File: config.mk
export PLATFORM = sky130hd
export DESIGN_NAME = bcdadd_seq
export DESIGN_NICKNAME = d
export VERILOG_FILES = /design/src/rtl/bcd_pkg.sv /design/src/rtl/bcd_digit_add.sv /design/src/rtl/bcdadd_seq.sv
export SDC_FILE = /design/constraint.sdc
export NUM_CORES = 1
export LEC_CHECK = 0
export BUFFER_PORTS_ARGS = -buffer_cell sky130_fd_sc_hd__buf_2
export CAP_MARGIN = 30
export CORE_MARGIN = 1.5
export CORE_UTILIZATION = 59
export DETAILED_ROUTE_END_ITERATION = 12
export PLACE_DENSITY = 0.85
export SETUP_SLACK_MARGIN = 0.1
export SLEW_MARGIN = 20
export SYNTH_ARGS = -nofsm -noshare
export SYNTH_HDL_FRONTEND = slang
export SYNTH_HIERARCHICAL = 1
export SYNTH_SLANG_ARGS = --single-unit
File: constraint.sdc
create_clock -name clk -period 7.35 [get_ports clk]
set_input_delay 1.47 -clock clk [delete_from_list [all_inputs] [get_ports clk]]
set_output_delay 1.47 -clock clk [all_outputs]
set_load 0.005 [all_outputs]
File: src/rtl/bcd_pkg.sv
// Shared BCD definitions: the digit type, the decimal radix constant and the
// sequencer state encoding.
package bcd_pkg;

  typedef logic [3:0] bcd_digit_t;

  localparam logic [4:0] BCD_TEN  = 5'd10;
  localparam bcd_digit_t BCD_NINE = 4'd9;

  typedef enum logic [1:0] {
    IDLE = 2'd0,
    RUN  = 2'd1,
    DONE = 2'd2
  } bcd_state_t;

endpackage

File: src/rtl/bcd_digit_add.sv
// Single-digit BCD adder with decimal carry (purely combinational).
// Ports:
//   a_d, b_d : operand digits (b_d is already nine's-complemented in sub mode)
//   c        : carry in
//   s_d      : result digit
//   c_out    : decimal carry out (sum >= 10)
module bcd_digit_add
  import bcd_pkg::*;
(
  input  bcd_digit_t a_d,
  input  bcd_digit_t b_d,
  input  logic       c,
  output bcd_digit_t s_d,
  output logic       c_out
);

  logic [4:0] w_t;

  assign w_t   = {1'b0, a_d} + {1'b0, b_d} + {4'd0, c};
  assign c_out = (w_t >= BCD_TEN);
  // Out-of-range digits simply wrap here; the result is garbage but repeatable.
  assign s_d   = c_out ? 4'(w_t - BCD_TEN) : w_t[3:0];

endmodule

File: src/rtl/bcdadd_seq.sv
// Digit-serial BCD adder/subtractor: one digit per clock, LSD first.
// Optional operand digit check enabled by macro BCDADD_CHECK_EN.
// Ports:
//   clk, reset (async, active-low)
//   start, sub, a, b, cin : operation request, sampled in IDLE or DONE
//   s, cout               : registered result and carry / no-borrow flag
//   busy                  : high while digits are processed
//   done                  : one-cycle pulse when s/cout are final
//   invalid               : sticky bad-digit flag (0 when the check is absent)
module bcdadd_seq
  import bcd_pkg::*;
#(
  parameter int unsigned NDIGITS = 4
) (
  input  logic                 clk,
  input  logic                 reset,
  input  logic                 start,
  input  logic                 sub,
  input  logic [4*NDIGITS-1:0] a,
  input  logic [4*NDIGITS-1:0] b,
  input  logic                 cin,
  output logic [4*NDIGITS-1:0] s,
  output logic                 cout,
  output logic                 busy,
  output logic                 done,
  output logic                 invalid
);

  localparam int unsigned W  = 4 * NDIGITS;
  localparam int unsigned IW = (NDIGITS > 1) ? $clog2(NDIGITS) : 1;
  localparam logic [IW-1:0] LAST_IDX = IW'(NDIGITS - 1);

  bcd_state_t      r_state, w_state_n;
  logic [W-1:0]    r_a, w_a_n;
  logic [W-1:0]    r_b, w_b_n;
  logic            r_sub, w_sub_n;
  logic            r_carry, w_carry_n;
  logic [IW-1:0]   r_idx, w_idx_n;
  logic [W-1:0]    r_s, w_s_n;
  logic            r_cout, w_cout_n;
  logic            r_busy, w_busy_n;
  logic            r_done, w_done_n;

  bcd_digit_t w_a_d, w_b_raw, w_b_d, w_s_d;
  logic       w_c_out;

  // Current digit; subtraction adds the nine's complement of b.
  assign w_a_d   = r_a[{r_idx, 2'b00} +: 4];
  assign w_b_raw = r_b[{r_idx, 2'b00} +: 4];
  assign w_b_d   = r_sub ? 4'(BCD_NINE - w_b_raw) : w_b_raw;

  bcd_digit_add u_digit (
    .a_d   (w_a_d),
    .b_d   (w_b_d),
    .c     (r_carry),
    .s_d   (w_s_d),
    .c_out (w_c_out)
  );

`ifdef BCDADD_CHECK_EN
  logic r_invalid, w_invalid_n;
`endif

  // Next-state and next-output logic
  always_comb begin
    w_state_n = r_state;
    w_a_n     = r_a;
    w_b_n     = r_b;
    w_sub_n   = r_sub;
    w_carry_n = r_carry;
    w_idx_n   = r_idx;
    w_s_n     = r_s;
    w_cout_n  = r_cout;
    w_done_n  = 1'b0;
`ifdef BCDADD_CHECK_EN
    w_invalid_n = r_invalid;
`endif
    unique case (r_state)
      IDLE, DONE: begin
        if (start) begin
          w_state_n = RUN;
          w_a_n     = a;
          w_b_n     = b;
          w_sub_n   = sub;
          w_carry_n = sub ? ~cin : cin;
          w_idx_n   = '0;
          w_s_n     = '0;
          w_cout_n  = 1'b0;
`ifdef BCDADD_CHECK_EN
          w_invalid_n = 1'b0;
`endif
        end else begin
          w_state_n = IDLE;
        end
      end
      RUN: begin
        w_s_n[{r_idx, 2'b00} +: 4] = w_s_d;
        w_carry_n = w_c_out;
`ifdef BCDADD_CHECK_EN
        if ((w_a_d > BCD_NINE) || (w_b_raw > BCD_NINE)) w_invalid_n = 1'b1;
`endif
        if (r_idx == LAST_IDX) begin
          w_state_n = DONE;
          w_cout_n  = w_c_out;
          w_done_n  = 1'b1;
        end else begin
          w_idx_n = r_idx + IW'(1);
        end
      end
      default: w_state_n = IDLE;
    endcase
    w_busy_n = (w_state_n == RUN);
  end

  // State and output registers
  always_ff @(posedge clk or negedge reset) begin
    if (!reset) begin
      r_state <= IDLE;
      r_a     <= '0;
      r_b     <= '0;
      r_sub   <= 1'b0;
      r_carry <= 1'b0;
      r_idx   <= '0;
      r_s     <= '0;
      r_cout  <= 1'b0;
      r_busy  <= 1'b0;
      r_done  <= 1'b0;
    end else begin
      r_state <= w_state_n;
      r_a     <= w_a_n;
      r_b     <= w_b_n;
      r_sub   <= w_sub_n;
      r_carry <= w_carry_n;
      r_idx   <= w_idx_n;
      r_s     <= w_s_n;
      r_cout  <= w_cout_n;
      r_busy  <= w_busy_n;
      r_done  <= w_done_n;
    end
  end

`ifdef BCDADD_CHECK_EN
  always_ff @(posedge clk or negedge reset) begin
    if (!reset) r_invalid <= 1'b0;
    else        r_invalid <= w_invalid_n;
  end
  assign invalid = r_invalid;
`else
  assign invalid = 1'b0;
`endif

  assign s    = r_s;
  assign cout = r_cout;
  assign busy = r_busy;
  assign done = r_done;

endmodule

==> results.md, run 1 <==
- Dominant cell by count in the synthesized netlist: nand2_1
- Post-CTS Setup Repair Bufs: 0
- Synth Register Bits: 57
- Relative slew slack: 0.5284
- Cells along the critical path: mux4_1 > xor2_1 > inv_1 > fa_1 > fa_1 > xor2_2 > ha_1 > inv_1 > a31oi_2 > o311ai_4 > a21boi_1 > a22o_1
- Worst r2r src: r_idx[0]
- CP startpoint: r_idx[0]
- Met3 Routed Length: around 350 µm
- Post-CTS Hold Buffers: 0
- Syn_area_per_cell: 10.42 µm²
- Worst path top cell family by delay: adder cells
- N_diodes: 0
- Min cycle time layout: 4.091 ns
- Port bufs: 55
- Clock sink count: 57
- Pre-Repair DR Iteration Count: 5
- Initial Util: 0.6156
- XOR/XNOR Fraction of Synth Area: 0.02065
- Post-Synth Simple-Gate Area: 0.2035
- Detailed placement HPWL: ~4.1 mm
- Synth top cells by count: nand2_1 (107), dfrtp_1 (57), a22o_1 (16)
- Longest Clk Path Bufs: 2
- Routed met2 length: roughly 2.8 mm
- Drt wl/cell: approximately 15 µm
- Final net count: between 300 and 400
- FP Rows: 25
- Worst-case hold path end point: r_a[1]
- Hold path startpoint: r_a[1]
- Top cell type's share of synthesized area: 0.4905
- Max FO, Critical Path: 15
- CTS tree: done
- Fin. Hold Viols: 0
- CORE AREA: 4723 µm²
- Hold path cells: 2
- Largest net degree at the start of global routing: 58
- Post_cts resized: 0
- Final setup fails: 0
- Worst Path Required: ~7.6 ns
- Via/cell ratio: around 5.5
- Buf/Inv on CP: 2
- First-pass GRT wire length: 10.09 mm
- Worst path max stage delay: 0.78 ns
- Starting DRT DRC Count: 185
- Syn Inst Count: 279
- Fin cells: between 400 and 500
- Mux contribution to synthesized area: 0.07401
- Gr usage total: 0.2543
- Warnings, synthesis: 6
- RSZ-0062 raised after global routing: false
- Worst reg2reg path depth: 12
- DR vias: about 2200
- Final WL: roughly 6 mm
- Worst reg-to-reg setup slack: around 3.3 ns
- Final setup TNS: 0 ns
- WS Path Type: reg2reg
- Number of global-route vias before repair: roughly 2300
- Final Skew: approximately 0.0078 ns
- Placer Congestion: 0.8619
- Clk root buf: clkbuf_8
- Instance count on the critical path: 12
- Syn nets: between 300 and 400
- Clk slew on worst S/H paths: ~0.07 ns
- Least-Margin Pin Slew: slightly above 0.7 ns
- DR DRC count: 0
- Post-Syn Area: 2908 µm²
- Synth area leader: dfrtp_1
- Post-synth EDFFs: 0
- Post-route ant nets: 0
- Max Fclk: between 200 and 250 MHz
- Area growth, synth to finish: 17.21%
- CTS buffer count: 9
- MaxCap Viol Count: 0
- Slew Viols, Final: 0
- Critical path's slowest cell: dfrtp_1
- Clock latency on the worst-skew pair: between 0.3 and 0.4 ns
- WP data arrival: approximately 4.4 ns
- Asr flop ratio synth: 1.000
- Top layer used by detailed routing: met4
- Layout cell share with drive strength beyond 1: 0.2559
- Full die area: about 5400 µm²
- IO Pins: 57
- Top_reg_cell synth: dfrtp_1
- Cell Area, Placed: 3211 µm²
- Hold crit path type: reg2reg
- CTS H-tree depth: 3
- Initial antenna violation count: 0
- Final core occ: 0.7216
- Run status: finished clean
- Placed instance count: roughly 390
- Total gr overflow: 0
- Reg2reg end: s[2]
- Critical path capture point type: flip-flop
- Metal-1 WL: approximately 2.6 mm
- Largest family of logic cells by synthesized area: simple AND/OR/NAND/NOR gates
- Number of distinct library cells after synthesis: 46
- Sequential cell area fraction in the yosys report: 0.4905
- Finished layout cell area: 3408 µm²
- Die height: about 73 µm
- CP startpoint kind: flip-flop
- Chip Width: ~73 µm
- Synth area leaders: dfrtp_1 (49%), nand2_1 (14%), mux4_1 (5.4%)
- Fin crit share: 0.5566
- Post-synthesis adder-cell area fraction: 0.05680
- Synth Area in Compound Gates: 0.1102
==> worst max path at each step <==
stage | endpoint | slack, ns
final | s[2] | 3.26
after global routing | s[2] | 3.05
after CTS | s[1] | 3.32
after detailed placement | s[2] | 3.33
after global placement | s[2] | 3.51
after floorplan | s[1] | 3.88
==> metrics by stage <==
step | hold WS, ns | worst slack, ns
after floorplan | 0.4373 | 3.879
after global placement | 0.4521 | 3.507
after detailed placement | 0.4570 | 3.329
after CTS | 0.4737 | 3.318
after global routing | 0.4907 | 3.048
final | 0.4710 | 3.259
==> registers in the layout, indices dropped and copies added, names as in the netlist <==
signal / flops
r_a: 16
r_idx: 2
busy: 1
cout: 1
s: 16
done: 1
r_b: 16
r_state: 2
r_carry: 1
r_sub: 1
==> area by class of cell <==
type                    instances  area (µm²)
fillers                       345        1315
clock inverters                 4       52.55
well taps                      67       83.83
repair buffers                 57       290.3
inverters                      13       48.80
multi-input cells             197        1361
clock buffers                  12       145.1
flip-flops and latches         57        1426
==> kinds of logic (layout without fill, tap and decap cells) <==
kind of cell / Yosys count / in the layout
buf+inv: 25 / 86
fa+ha+maj: 12 / 12
flops: 57 / 57
compound gates: 40 / 40
mux: 10 / 10
other cells: 1 / 1
xor+xnor: 6 / 6
simple gates: 128 / 128
==> layer usage <==
layer | vias to the layer above | global-route usage
li1 | 1055 | -
met1 | 1077 | 0.3114
met2 | 88 | 0.4000
met3 | 17 | 0.07597
met4 | 0 | 0.1447
met5 | - | 0
==> cell usage in the layout (no fill, tap or decap), types with 2 or more instances in the layout <==
cell,count
fa_1,2
inv_1,13
o211a_1,2
nor4_4,2
and2_1,2
nand2_1,107
nor2b_1,2
a22o_1,16
xor2_1,3
a21oi_1,5
or3_1,2
buf_4,2
mux4_1,6
ha_1,10
clkbuf_8,10
clkbuf_1,2
nand2b_1,2
clkinvlp_4,3
dfrtp_1,57
mux2i_1,2
o21ai_0,7
nand2b_2,2
xnor2_1,2
buf_2,55
==> worst register-to-register path, cell delays in order (launching register included) <==
cell	delay, ns
dfrtp_1	0.78
mux4_1	0.66
xor2_1	0.14
inv_1	0.06
fa_1	0.41
fa_1	0.44
xor2_2	0.22
ha_1	0.28
inv_1	0.10
a31oi_2	0.26
o311ai_4	0.13
a21boi_1	0.35
a22o_1	0.20
Power of run 1 is left out: the tool's default activity adds up to more than one toggle a clock period on the data nets, which glitch-free logic cannot reach.
==> run 2: changes to the inputs <==
- ABC_AREA: unset -> 1
- CORE_UTILIZATION: 59 -> 55
- PLACE_DENSITY: 0.85 -> 0.79
- clock period: 7.35 -> 4.2 ns (I/O delays scaled with it)
==> run 2 against run 1 <==
Cell count increased by 24%. Clock-buffer cell count up 2. Setup slack got worse by 2.6 ns. Synthesized area rose by 2.9%. Largest cell class unchanged. Highest routed layer unchanged.
==> results.md, run 2 <==
- Final core occ: 0.6613
- Worst Path Required: roughly 4.5 ns
- First-pass GRT wire length: 11.23 mm
- Dominant cell by count in the synthesized netlist: nand2_1
- Hold path startpoint: s[14]
- Syn Inst Count: 376
- Clock latency on the worst-skew pair: ~0.33 ns
- Top_reg_cell synth: dfrtp_1
- Relative slew slack: 0.5283
- Post-route ant nets: 0
- Placer Congestion: 0.8475
- WS Path Type: reg2reg
- Longest Clk Path Bufs: 2
- Commonest non-fill, non-tap cell in the layout: nand2_1
- Warnings, synthesis: 6
- IO Pins: 57
- Synth area leaders: dfrtp_1 (48%), nand2_1 (21%), ha_1 (4.2%)
- Slew Viols, Final: 0
- FILL cells: 448
- Final WL: 6.144 mm
- Initial antenna violation count: 0
- Largest net degree at the start of global routing: 38
- CTS tree: done
- Full die area: 5891 µm²
- Final net count: approximately 480
- CTS H-tree depth: 3
- Number of distinct library cells after synthesis: 30
- Least-Margin Pin Slew: between 0.7 and 0.8 ns
- Number of global-route vias before repair: around 2500
- Run status: finished clean
- Worst r2r src: r_idx[0]
- Pre-Repair DR Iteration Count: 4
- CP startpoint kind: flip-flop
- Port bufs: 55
- Fin. Hold Viols: 0
- Total gr overflow: 0
- WP data arrival: approximately 3.8 ns
- Gr usage total: 0.2400
- Clk slew on worst S/H paths: ~0.06 ns
- DR vias: ~2500
- CORE AREA: slightly above 5000 µm²
- N_diodes: 0
- CP startpoint: r_idx[0]
- Synth Register Bits: 57
- Top cell type's share of synthesized area: 0.4768
- Chip Width: around 77 µm
- Synth top cells by count: nand2_1 (170), dfrtp_1 (57), inv_1 (30)
- Detailed placement HPWL: around 4.4 mm
- Syn nets: 425
- Post-CTS Hold Buffers: 0
- Post_cts resized: 0
- Via/cell ratio: around 5
- Asr flop ratio synth: 1.000
- Die height: approximately 77 µm
- Area growth, synth to finish: 14.35%
- Synth area leader: dfrtp_1
- Seq. cell area: approximately 1400 µm²
- RSZ-0062 raised after global routing: false
- Multi-input gate area: about 1300 µm²
- Clk root buf: clkbuf_8
- Final Skew: 0.005374 ns
- Layout cell share with drive strength beyond 1: 0.2102
- Final setup TNS: 0 ns
- Fin crit share: 0.8500
- Clock sink count: 57
- Starting DRT DRC Count: 116
- Min cycle time layout: roughly 3.6 ns
- Hold crit path type: reg2reg
- Post-Syn Area: ~3000 µm²
- Sequential cell area fraction in the yosys report: 0.4768
- FP Rows: 26
- Post-CTS Setup Repair Bufs: 0
- Initial Util: 0.5784
- CTS buffer count: 9
- Worst hold slack: about 0.47 ns
- DR DRC count: 0
- Final setup fails: 0
- Syn_area_per_cell: slightly below 8 µm²
- Max Fclk: between 200 and 300 MHz
- Post-synth EDFFs: 0
- Critical path capture point type: flip-flop
- Drt wl/cell: approximately 12 µm
- Most frequent cells in the layout: nand2_1 (170), dfrtp_1 (57), buf_2 (55), inv_1 (30), nand3_1 (21)
- Max FO, Critical Path: 26
- MaxCap Viol Count: 0
## run 2: cell count changes after synthesis, sizes merged, moves of 3 or more
cell / previous run / this run
nand2: 107 / 176
inv: 13 / 35
nand3: 0 / 22
o21ai: 8 / 30
a22o: 16 / 0
nor2: 1 / 17
mux4: 7 / 0
nand2b: 4 / 0
o22ai: 0 / 4
xor2: 4 / 0
nor2b: 3 / 0
nor4: 3 / 0
## run 2: final cells by class
| type | count | area share |
|---|---|---|
| Multi-Input combinational cell | 270 | 0.3862 |
| Inverter | 36 | 0.04097 |
| Sequential cell | 57 | 0.4170 |
| Tap cell | 70 | 0.02560 |
| Clock buffer | 14 | 0.04755 |
| Timing Repair Buffer | 56 | 0.08266 |
## run 2: per-stage QoR
stage	setup WS [ns]	area, µm²	std cells
global route	0.2220	3421	503
finish	0.6300	3421	503
floorplan	1.206	2992	376
CTS	0.6267	3421	503
global placement	0.8479	3258	489
detailed placement	0.6451	3258	489
## run 2: critical path: stages (launching register included)
cell,delay [ns]
dfrtp_1,0.80
inv_4,0.24
nand2_1,0.12
nand3_1,0.09
nand2_1,0.08
nand2_1,0.04
nand2_1,0.05
inv_1,0.04
fa_1,0.40
fa_1,0.41
inv_1,0.07
nand2_1,0.06
nand2_1,0.09
inv_1,0.05
ha_1,0.20
nand2_1,0.10
nand3_2,0.10
nand2_2,0.09
nand2_1,0.05
nand2_1,0.08
inv_1,0.06
nor2_1,0.15
nand3_1,0.08
nand2_1,0.07
## run 2: kinds of logic after synthesis
group                      count (synthesis)  share of synthesized area
buffers and inverters                     49                    0.08155
adders and majority gates                 12                    0.05521
and+or+nand+nor                          218                     0.3091
DFF                                       57                     0.4768
other                                      1                   0.001254
AOI/OAI and AO/OA                         39                    0.07612
## run 2: final timing paths
| check | slack (ns) | to | cells after the start |
|---|---|---|---|
| min in group asynchronous | 0.53 | done | 1 |
| worst max register to register | 0.63 | s[6] | 23 |
| worst max-delay path | 0.63 | s[6] | 23 |
| worst min-delay path | 0.47 | s[14] | 2 |
| worst min register to register | 0.47 | s[14] | 2 |
| max in group asynchronous | 2.84 | r_b[2] | 2 |
## run 2: routing by layer
layer	vias to the layer above	global-route usage	wire length, µm
met3	8	0.04524	256
met4	0	0.08704	68
met5	-	0	0
met1	1136	0.3041	2819
met2	80	0.4080	2998
li1	1279	-	-
Power of run 2 is left out for the same reason.
